$ cat config.mk
export PLATFORM = sky130hd
export DESIGN_NAME = status_rf_arbiter
export DESIGN_NICKNAME = d
export VERILOG_FILES = /design/src/rtl/status_rf_pkg.sv /design/src/rtl/status_rf_arbiter_rr_arbiter.sv /design/src/rtl/status_rf_arbiter.sv
export SDC_FILE = /design/constraint.sdc
export NUM_CORES = 1
export LEC_CHECK = 0
export ABC_AREA = 0
export BUFFER_PORTS_ARGS = -buffer_cell sky130_fd_sc_hd__buf_2
export CAP_MARGIN = 20
export CORE_ASPECT_RATIO = 0.8
export CORE_MARGIN = 3
export CORE_UTILIZATION = 40
export CTS_BUF_LIST = sky130_fd_sc_hd__clkbuf_8
export DETAILED_ROUTE_END_ITERATION = 7
export MAX_ROUTING_LAYER = met4
export PLACE_DENSITY_LB_ADDON = 0.08
export SLEW_MARGIN = 0
export SYNTH_ARGS = -nofsm -noshare
export SYNTH_HDL_FRONTEND = slang
export SYNTH_SLANG_ARGS = --single-unit
$ cat constraint.sdc
create_clock -name clk -period 2.4 [get_ports clk]
set_clock_uncertainty 0.2 [all_clocks]
set_input_delay 0.12 -clock clk [delete_from_list [all_inputs] [get_ports clk]]
set_output_delay 0.12 -clock clk [all_outputs]
set_load 0.05 [all_outputs]
$ cat src/rtl/status_rf_pkg.sv
// status_rf_pkg: shared default widths and the id-width helper for status_rf_arbiter.
package status_rf_pkg;
    localparam int WORD_W = 12;
    localparam int ADDR_W = 3;
    localparam int NREQ   = 2;

    function automatic int clog2(input int n);
        int r;
        r = 0;
        for (int i = 0; i < 31; i++) begin
            if ((1 << i) < n) r = i + 1;
        end
        return r;
    endfunction
endpackage

$ cat src/rtl/status_rf_arbiter_rr_arbiter.sv
// rr_arbiter: one-hot request arbiter with grant index.
// STATUS_RF_ARB_RR_EN selects round-robin; otherwise fixed lowest-index priority with no pointer.
module rr_arbiter
    import status_rf_pkg::*;
#(
    parameter int N  = 2,
    parameter int IW = clog2(N)
) (
    input  logic          clk,
    input  logic          arst_n,
    input  logic [N-1:0]  i_req,
    input  logic          i_adv,
    output logic [N-1:0]  o_gnt,
    output logic [IW-1:0] o_idx
);
`ifdef STATUS_RF_ARB_RR_EN
    logic [IW-1:0] r_ptr;
    int            w_k;

    // Scan from the farthest offset down so the nearest requester after r_ptr wins.
    always_comb begin
        o_gnt = '0;
        o_idx = '0;
        w_k   = 0;
        for (int i = N; i >= 1; i--) begin
            w_k = int'(r_ptr) + i;
            w_k = (w_k >= N) ? w_k - N : w_k;
            if (i_req[IW'(w_k)]) begin
                o_gnt = '0;
                o_gnt[IW'(w_k)] = 1'b1;
                o_idx = IW'(w_k);
            end
        end
    end

    always_ff @(posedge clk or negedge arst_n) begin
        if (!arst_n) r_ptr <= IW'(N - 1);
        else if (i_adv) r_ptr <= o_idx;
    end
`else
    logic w_unused;
    assign w_unused = &{1'b0, clk, arst_n, i_adv};

    always_comb begin
        o_gnt = '0;
        o_idx = '0;
        for (int i = N - 1; i >= 0; i--) begin
            if (i_req[i]) begin
                o_gnt = '0;
                o_gnt[i] = 1'b1;
                o_idx = IW'(i);
            end
        end
    end
`endif
endmodule

$ cat src/rtl/status_rf_arbiter.sv
// status_rf_arbiter: shares a single-ported status register file between N_REQ requesters.
// Arbitration mode is selected by STATUS_RF_ARB_RR_EN (round-robin) or fixed priority when undefined.
module status_rf_arbiter
    import status_rf_pkg::*;
#(
    parameter int WORD_WIDTH = WORD_W,
    parameter int ADDR_WIDTH = ADDR_W,
    parameter int N_REQ      = NREQ,
    parameter int ID_WIDTH   = clog2(N_REQ)
) (
    input  logic                        clk,
    input  logic                        arst_n,
    input  logic                        i_halt,
    input  logic [N_REQ-1:0]            i_req_valid,
    input  logic [N_REQ-1:0]            i_req_wen,
    input  logic [N_REQ*ADDR_WIDTH-1:0] i_req_addr,
    input  logic [N_REQ*WORD_WIDTH-1:0] i_req_data,
    output logic [N_REQ-1:0]            o_req_ready,
    output logic [N_REQ-1:0]            o_rsp_valid,
    output logic [WORD_WIDTH-1:0]       o_rsp_data,
    output logic                        o_rsp_init,
    output logic                        o_err,
    output logic                        o_rf_valid,
    output logic                        o_rf_wen,
    output logic [ADDR_WIDTH-1:0]       o_rf_addr,
    output logic [WORD_WIDTH-1:0]       o_rf_data,
    output logic [ID_WIDTH-1:0]         o_rf_tag,
    output logic                        o_rf_halt,
    input  logic                        i_rf_valid,
    input  logic                        i_rf_data_init,
    input  logic [WORD_WIDTH-1:0]       i_rf_data,
    input  logic [ID_WIDTH-1:0]         i_rf_tag
);
    logic [N_REQ-1:0]      w_gnt;
    logic [ID_WIDTH-1:0]   w_gidx;
    logic                  w_accept;
    logic                  w_consume;
    logic [ADDR_WIDTH-1:0] w_addr [N_REQ];
    logic [WORD_WIDTH-1:0] w_data [N_REQ];

    logic                  r_iss_valid;
    logic                  r_iss_wen;
    logic [ADDR_WIDTH-1:0] r_iss_addr;
    logic [WORD_WIDTH-1:0] r_iss_data;
    logic [ID_WIDTH-1:0]   r_iss_id;
    logic                  r_rd_pending;
    logic [ID_WIDTH-1:0]   r_rd_id;
    logic                  r_err;

    for (genvar g = 0; g < N_REQ; g++) begin : g_unpack
        assign w_addr[g] = i_req_addr[g*ADDR_WIDTH +: ADDR_WIDTH];
        assign w_data[g] = i_req_data[g*WORD_WIDTH +: WORD_WIDTH];
    end

    rr_arbiter #(.N(N_REQ), .IW(ID_WIDTH)) u_arb (
        .clk    (clk),
        .arst_n (arst_n),
        .i_req  (i_req_valid),
        .i_adv  (w_accept),
        .o_gnt  (w_gnt),
        .o_idx  (w_gidx)
    );

    // With halt low the issue register is always either empty or draining, so only halt blocks acceptance.
    assign w_accept    = !i_halt && (|w_gnt);
    assign w_consume   = r_iss_valid && !i_halt;
    assign o_req_ready = w_accept ? w_gnt : '0;

    always_ff @(posedge clk or negedge arst_n) begin
        if (!arst_n) begin
            r_iss_valid  <= 1'b0;
            r_iss_wen    <= 1'b0;
            r_iss_addr   <= '0;
            r_iss_data   <= '0;
            r_iss_id     <= '0;
            r_rd_pending <= 1'b0;
            r_rd_id      <= '0;
            r_err        <= 1'b0;
        end else begin
            if (w_accept) begin
                r_iss_valid <= 1'b1;
                r_iss_wen   <= i_req_wen[w_gidx];
                r_iss_addr  <= w_addr[w_gidx];
                r_iss_data  <= w_data[w_gidx];
                r_iss_id    <= w_gidx;
            end else if (w_consume) begin
                r_iss_valid <= 1'b0;
            end
            r_rd_pending <= w_consume && !r_iss_wen;
            if (w_consume) r_rd_id <= r_iss_id;
            r_err <= r_err || (r_rd_pending && (!i_rf_valid || (i_rf_tag != r_rd_id)));
        end
    end

    // The register file holds its outputs while idle; only a pending read may raise a strobe.
    always_comb begin
        o_rsp_valid = '0;
        if (r_rd_pending && i_rf_valid) o_rsp_valid[r_rd_id] = 1'b1;
    end

    assign o_rsp_data = i_rf_data;
    assign o_rsp_init = i_rf_data_init;
    assign o_err      = r_err;
    assign o_rf_valid = r_iss_valid;
    assign o_rf_wen   = r_iss_wen;
    assign o_rf_addr  = r_iss_addr;
    assign o_rf_data  = r_iss_data;
    assign o_rf_tag   = r_iss_id;
    assign o_rf_halt  = i_halt;
endmodule

==> results of run 1 <==
==> report_power, final <==
part | internal [uW] | leakage [uW] | total (uW) | switching, uW
Combinational | 135 | 0.000493 | 400 | 266
Sequential | 401 | 0.000237 | 438 | 37.1
Clock | 116 | 0.0000255 | 234 | 118
Total | 652 | 0.000755 | 1070 | 421
==> per-stage QoR <==
step	area, sq um	hold WS (ns)	setup WS, ns	cells
final	1610	0.009302	0.5084	227
after global routing	1610	0.01150	0.2857	227
after CTS	1610	0.002462	0.5051	227
after detailed placement	1304	-0.09271	0.7187	197
after global placement	1304	-0.09053	0.7356	197
after floorplan	1109	-0.3756	1.021	120
==> layout make-up <==
type / instances / area (sq um) / area share
Timing Repair Buffer: 88 / 570.5 / 0.3543
Sequential cell: 21 / 525.5 / 0.3263
Multi-Input combinational cell: 75 / 411.6 / 0.2556
Tap cell: 36 / 45.04 / 0.02797
Clock buffer: 3 / 41.29 / 0.02564
Inverter: 3 / 11.26 / 0.006993
Clock inverter: 1 / 5.005 / 0.003108
==> synthesized netlist by cell type, drive strengths merged <==
cell type	n
dfrtp	21
buf	20
o21ai	1
or2	1
and3	1
o32ai	6
o22ai	14
mux2	1
nand2b	4
nand2	3
xnor2	1
inv	3
a21oi	3
nor3	20
nor2	19
clkbuf	1
a21o	1
==> worst paths after layout <==
check / start / to / slack (ns) / depth (start not counted)
min reg2reg: o_err / o_err / 0.26 / 1
max in group asynchronous: arst_n / o_rf_data[3] / 1.52 / 2
max reg2reg: r_rd_id / o_err / 0.72 / 4
max: i_halt / o_rf_data[2] / 0.51 / 5
min: i_req_data[6] / o_rf_data[6] / 0.009 / 3
min in group asynchronous: arst_n / o_err / 0.14 / 2
==> critical path: stages <==
cell	delay [ns]
buf_2	0.28
nand2b_1	0.58
o32ai_1	0.19
dlygate4sd3_1	0.60
nor2_1	0.11
==> timing repair <==
item | 4_1_cts | 5_1_grt
setup buffers | 0 | 0
hold endpoints to repair | 38 | 0
hold buffers | 26 | 0
==> state kept, by name, summed over array words and instances, names as in the netlist <==
signal,count
o_err,1
o_rf_addr,3
o_rf_data,12
o_rf_tag,1
o_rf_valid,1
o_rf_wen,1
r_rd_id,1
r_rd_pending,1
==> layer usage <==
| layer | vias up | share of wire | global-route usage |
|---|---|---|---|
| met5 | - | 0 | - |
| met4 | 0 | 0.012 | 0.04561 |
| met3 | 10 | 0.077 | 0.04246 |
| met2 | 52 | 0.45 | 0.3039 |
| met1 | 518 | 0.46 | 0.2530 |
| li1 | 553 | - | - |
==> cells by family after synthesis <==
group	count (synthesis)	share of synthesized area
XOR/XNOR	1	0.007902
buffers and inverters	24	0.1546
flip-flops	21	0.4740
multiplexers	1	0.01354
AND/OR/NAND/NOR	48	0.1987
AO/OA/AOI/OAI	25	0.1512
==> results_tabular.tex, run 1 <==
\begin{tabular}{lr}
\hline
Metric & Value \\
\hline
\multicolumn{2}{l}{\textbf{Run status}} \\
Run status & finished, final reports clean \\
\multicolumn{2}{l}{\textbf{Worst hold path}} \\
Class of the worst hold path & input pin to flop \\
\multicolumn{2}{l}{\textbf{Power and ir drop}} \\
Power per standard cell area & 666.2 mW/mm\^{}2 \\
Maximum resistive drop on vdd & 0.3935 mV \\
Static leakage & 0.0007552 uW \\
Tot Pwr & 1073 uW \\
\multicolumn{2}{l}{\textbf{Routing}} \\
Average wire per cell in the routed design & 13.52 um \\
DR DRC count & 0 \\
Number of detailed-routing iterations run before antenna repair & 4 \\
Via count normalized by instance count & 4.991 \\
DRC violation total after the first TritonRoute iteration & 70 \\
Vias & 1133 \\
Total Routed Length & 3.069 mm \\
Count of nets left with antenna violations after detail routing & 0 \\
\multicolumn{2}{l}{\textbf{Placed design}} \\
Number of port buffers & 62 \\
Routability cong. & 0.6612 \\
Half-perimeter wire length of the detailed placement result & 2.048 mm \\
\multicolumn{2}{l}{\textbf{STA}} \\
Final hold violation count & 0 \\
Tightest Pin Transition & 0.6516 ns \\
Slew Limit Headroom & 0.5656 \\
Setup TNS & 0 ns \\
Final critical-path share of the clock period & 0.7882 \\
Setup repair after global routing missed its margin & false \\
Max Transition Viols Final & 0 \\
Setup violators final & 0 \\
Fin crit period & 1.892 ns \\
Highest Clock Rate & 528.7 MHz \\
\multicolumn{2}{l}{\textbf{Layout}} \\
Number of nets in the finished design & 244 \\
Post-route core utilization & 0.6334 \\
Most frequent standard cell in the layout excluding fill and tap cells & buf\_2 \\
Number of diodes & 0 \\
Fill cell total of the finished layout & 245 \\
Commonest non-fill, non-tap cells in the layout & buf\_2, dlygate4sd3\_1, dfrtp\_1 \\
Layout cell share with drive strength beyond 1 & 0.3560 \\
Layout Area Growth over Synthesis & 45.26\% \\
\multicolumn{2}{l}{\textbf{Yosys}} \\
Area share of the largest cell type after synthesis & 0.4740 \\
Gate count after technology mapping & 120 \\
Largest cells by area after synthesis & dfrtp\_1, buf\_4, nor3\_1 \\
Cell taking the most area after synthesis & dfrtp\_1 \\
Synthesized netlist net count & 172 \\
Unique masters post-synth & 20 \\
Post-synth design cell area & 0.001109 sq mm \\
Number of register bits inferred by synthesis & 21 \\
Portion of the post-synthesis area used by sequential elements & 0.4740 \\
Post-synthesis average cell area & 9.238 sq um \\
Yosys warnings & 0 \\
\multicolumn{2}{l}{\textbf{Critical path}} \\
Category of the most critical setup path & input pin to flop \\
Critical-path maximum fanout & 17 \\
Startpoint Class & input pin \\
Setup crit end kind & flop \\
Endpoint arrival time on the critical path & 1.88 ns \\
Crit path required time & 2.39 ns \\
\multicolumn{2}{l}{\textbf{Clocking}} \\
CTS Buf Count & 3 \\
TritonCTS sink count & 21 \\
TritonCTS clock tree & done \\
Clock latency reported for the late side of the worst-skew pair & 0.26 ns \\
Clock slew seen by the registers of the worst setup and hold paths & 0.08 ns \\
Clock tree root buffer cell & clkbuf\_8 \\
Htree depth & 1 \\
Number of buffers on the longest clock path & 2 \\
Quantity of gates resized following cts & 0 \\
\multicolumn{2}{l}{\textbf{Flow run}} \\
Max-cap violations & 0 \\
\multicolumn{2}{l}{\textbf{Floorplanning}} \\
Die width & 64.86 um \\
Floorplan row count & 16 \\
Die outline height & 53.09 um \\
Std-Cell Core Area & 0.002542 sq mm \\
Number of primary I/O pins & 89 \\
Starting Density & 0.4360 \\
Die Footprint & 0.003443 sq mm \\
\multicolumn{2}{l}{\textbf{Global routing}} \\
Via count of the first global-routing pass & 1079 \\
Number of antenna violations at the first check in global routing & 0 \\
Maximum number of pins on one net before global-route repair & 22 \\
Total routing resource utilization after global routing & 0.1919 \\
Global-route wire length before repair & 4.968 mm \\
GR Overflow Total & 0 \\
\hline
\end{tabular}
Power figures use the tool's default switching activity.
==> run 2, diff against run 1 <==
==> constraint.sdc (replaced) <==
create_clock -name clk -period 1.89 [get_ports clk]
set_clock_uncertainty 0.2 [all_clocks]
set_input_delay 0.0945 -clock clk [delete_from_list [all_inputs] [get_ports clk]]
set_output_delay 0.0945 -clock clk [all_outputs]
set_load 0.05 [all_outputs]
==> results_tabular.tex, run 2 (same netlist as run 1, synthesis figures left out) <==
\begin{tabular}{lr}
\hline
Metric & Value \\
\hline
\multicolumn{2}{l}{\textbf{STA}} \\
Highest Clock Rate & 583.6 MHz \\
Worst-case hold slack & 0.08726 ns (+0.07795 ns) \\
Slew Limit Headroom & 0.6573 (+0.09172) \\
Tightest Pin Transition & 0.5123 ns (-0.1393 ns) \\
Setup violators final & 0 (unchanged) \\
Setup TNS & 0 ns (unchanged) \\
Max Transition Viols Final & 0 (unchanged) \\
Final critical-path share of the clock period & 0.9066 \\
Final hold violation count & 0 (unchanged) \\
Setup repair after global routing missed its margin & false \\
Fin crit period & 1.713 ns \\
Final setup slack of the worst path & 0.1766 ns (-0.3318 ns) \\
\multicolumn{2}{l}{\textbf{Placed design}} \\
Placed Instances & 198 (+0.51\%) \\
Number of port buffers & 62 (unchanged) \\
Half-perimeter wire length of the detailed placement result & 2.077 mm (+1.4\%) \\
Dpl ws & 0.3896 ns (-0.3291 ns) \\
Routability cong. & 0.6947 (+5.1\%) \\
\multicolumn{2}{l}{\textbf{Floorplanning}} \\
Die Footprint & 0.003443 sq mm (unchanged) \\
Floorplan row count & 16 (unchanged) \\
Die outline height & 53.09 um (unchanged) \\
Std-Cell Core Area & 0.002542 sq mm (unchanged) \\
Die width & 64.86 um (unchanged) \\
Starting Density & 0.4360 (unchanged) \\
Number of primary I/O pins & 89 (unchanged) \\
\multicolumn{2}{l}{\textbf{Global routing}} \\
Maximum number of pins on one net before global-route repair & 22 (unchanged) \\
Number of antenna violations at the first check in global routing & 0 (unchanged) \\
GR Overflow Total & 0 (unchanged) \\
Total routing resource utilization after global routing & 0.2070 (+0.01514) \\
Via count of the first global-routing pass & 1174 (+8.8\%) \\
Global-route wire length before repair & 5.333 mm (+7.3\%) \\
\multicolumn{2}{l}{\textbf{Layout}} \\
Commonest non-fill, non-tap cells in the layout & buf\_2, dlygate4sd3\_1, dfrtp\_1 \\
Number of nets in the finished design & 267 (+9.4\%) \\
Most frequent standard cell in the layout excluding fill and tap cells & buf\_2 \\
Count of non-filler cells in the finished layout & 250 (+10\%) \\
Largest register FFs & 12 (unchanged) \\
Number of diodes & 0 (unchanged) \\
Layout cell share with drive strength beyond 1 & 0.3271 (-0.02892) \\
Layout Area Growth over Synthesis & 66.03\% \\
\multicolumn{2}{l}{\textbf{Critical path}} \\
Maximum cell stage delay along the critical path & 0.59 ns (about the same) \\
Category of the most critical setup path & input pin to flop \\
Crit path required time & 1.88 ns (-0.51 ns) \\
WP buf/inv & 3 (+1) \\
Startpoint Class & input pin \\
Cell family contributing the most delay on the critical path & buffers and inverters \\
Cell Chain, Critical Path & clkbuf\_4 -> nand2b\_1 -> buf\_4 -> o22ai\_1 -> nor3\_1 -> dlygate4sd3\_1 \\
Setup crit end kind & flop \\
Endpoint arrival time on the critical path & 1.71 ns (-0.17 ns) \\
Critical-path maximum fanout & 17 (unchanged) \\
Slowest CP cell & dlygate4sd3\_1 \\
\multicolumn{2}{l}{\textbf{Routing}} \\
Count of nets left with antenna violations after detail routing & 0 (unchanged) \\
Vias & 1242 (+9.6\%) \\
Total Routed Length & 3.412 mm (+11\%) \\
Number of detailed-routing iterations run before antenna repair & 4 (unchanged) \\
DRC violation total after the first TritonRoute iteration & 62 (-11\%) \\
Via count normalized by instance count & 4.968 (-0.46\%) \\
Average wire per cell in the routed design & 13.65 um (+0.95\%) \\
DR DRC count & 0 (unchanged) \\
\multicolumn{2}{l}{\textbf{Power and ir drop}} \\
Power per standard cell area & 801.2 mW/mm\^{}2 (+20\%) \\
Maximum resistive drop on vdd & 0.5116 mV (+30\%) \\
Static leakage & 0.0008492 uW (+12\%) \\
\multicolumn{2}{l}{\textbf{Clocking}} \\
Clock latency reported for the late side of the worst-skew pair & 0.26 ns (about the same) \\
CTS Buf Count & 3 (unchanged) \\
Clock tree root buffer cell & clkbuf\_8 \\
Number of buffers on the longest clock path & 2 (unchanged) \\
Htree depth & 1 (unchanged) \\
TritonCTS clock tree & done \\
TritonCTS sink count & 21 (unchanged) \\
Number of post-CTS setup repair buffers & 0 (unchanged) \\
Clock slew seen by the registers of the worst setup and hold paths & 0.07 ns (about the same) \\
\multicolumn{2}{l}{\textbf{Run status}} \\
Run status & finished, final reports clean \\
\multicolumn{2}{l}{\textbf{Worst hold path}} \\
Class of the worst hold path & input pin to flop \\
\multicolumn{2}{l}{\textbf{Flow run}} \\
Max-cap violations & 0 (unchanged) \\
\hline
\end{tabular}
[run 2: cell types whose count changed in the layout (fill, tap and decap cells not counted)]
cell           delta
buf_2             -1
buf_4             +1
clkbuf_4          +1
dlygate4sd3_1    +22
or2_1             -1
or2_2             +1
[run 2: worst register-to-register path: cells and delay by family (launching register included)]
kind	cells	cell delay, ns
buffers and inverters	1	0.55
DFF	1	0.41
AOI/OAI and AO/OA	1	0.17
xor gates and xnor gates	1	0.16
and+or+nand+nor	1	0.06
[run 2: worst paths after layout]
check | startpoint | end | slack [ns] | cells after the start
setup reg to reg | r_rd_id | o_err | 0.23 | 4
hold / removal | i_req_valid[1] | o_rf_tag | 0.09 | 3
min in group asynchronous | arst_n | o_err | 0.12 | 2
max in group asynchronous | arst_n | o_rf_data[2] | 1.06 | 2
setup / recovery | i_halt | o_rf_data[9] | 0.18 | 6
hold reg to reg | o_rf_wen | r_rd_pending | 0.25 | 1
[run 2: where the power goes]
group / internal, uW / switching (uW) / leakage, uW
Combinational: 226 / 402 / 0.000587
Sequential: 510 / 48.8 / 0.000237
Clock: 147 / 141 / 0.0000255
Total: 883 / 592 / 0.000849
[run 2: final cells by class]
type	instances	area (sq um)
clock buffers	3	41.29
flip-flops and latches	21	525.5
well taps	36	45.04
fillers	220	701.9
clock inverters	1	5.005
repair buffers	111	800.8
multi-input cells	75	411.6
inverters	3	11.26
[run 2: through the flow]
stage               utilization  total power [uW]  area [sq um]
finish                   0.7239              1475          1841
global route             0.7239              1550          1841
CTS                      0.7229              1483          1838
detailed placement       0.5157              1015          1311
global placement         0.5157              1010          1311
floorplan                     -             956.9          1109
[run 2: repair_timing]
action,in CTS,in global routing
gates resized for setup,0,2
hold buffers,48,0
setup endpoints to repair,0,4
endpoints found under the hold margin,51,0
[run 2: layer usage]
metal  GRT usage  share of wire  up-vias
met5           -              0        -
met4     0.03860         0.0056        0
met3     0.05308           0.11        4
met2      0.3582           0.46       79
met1      0.2487           0.43      555
li1            -              -      604
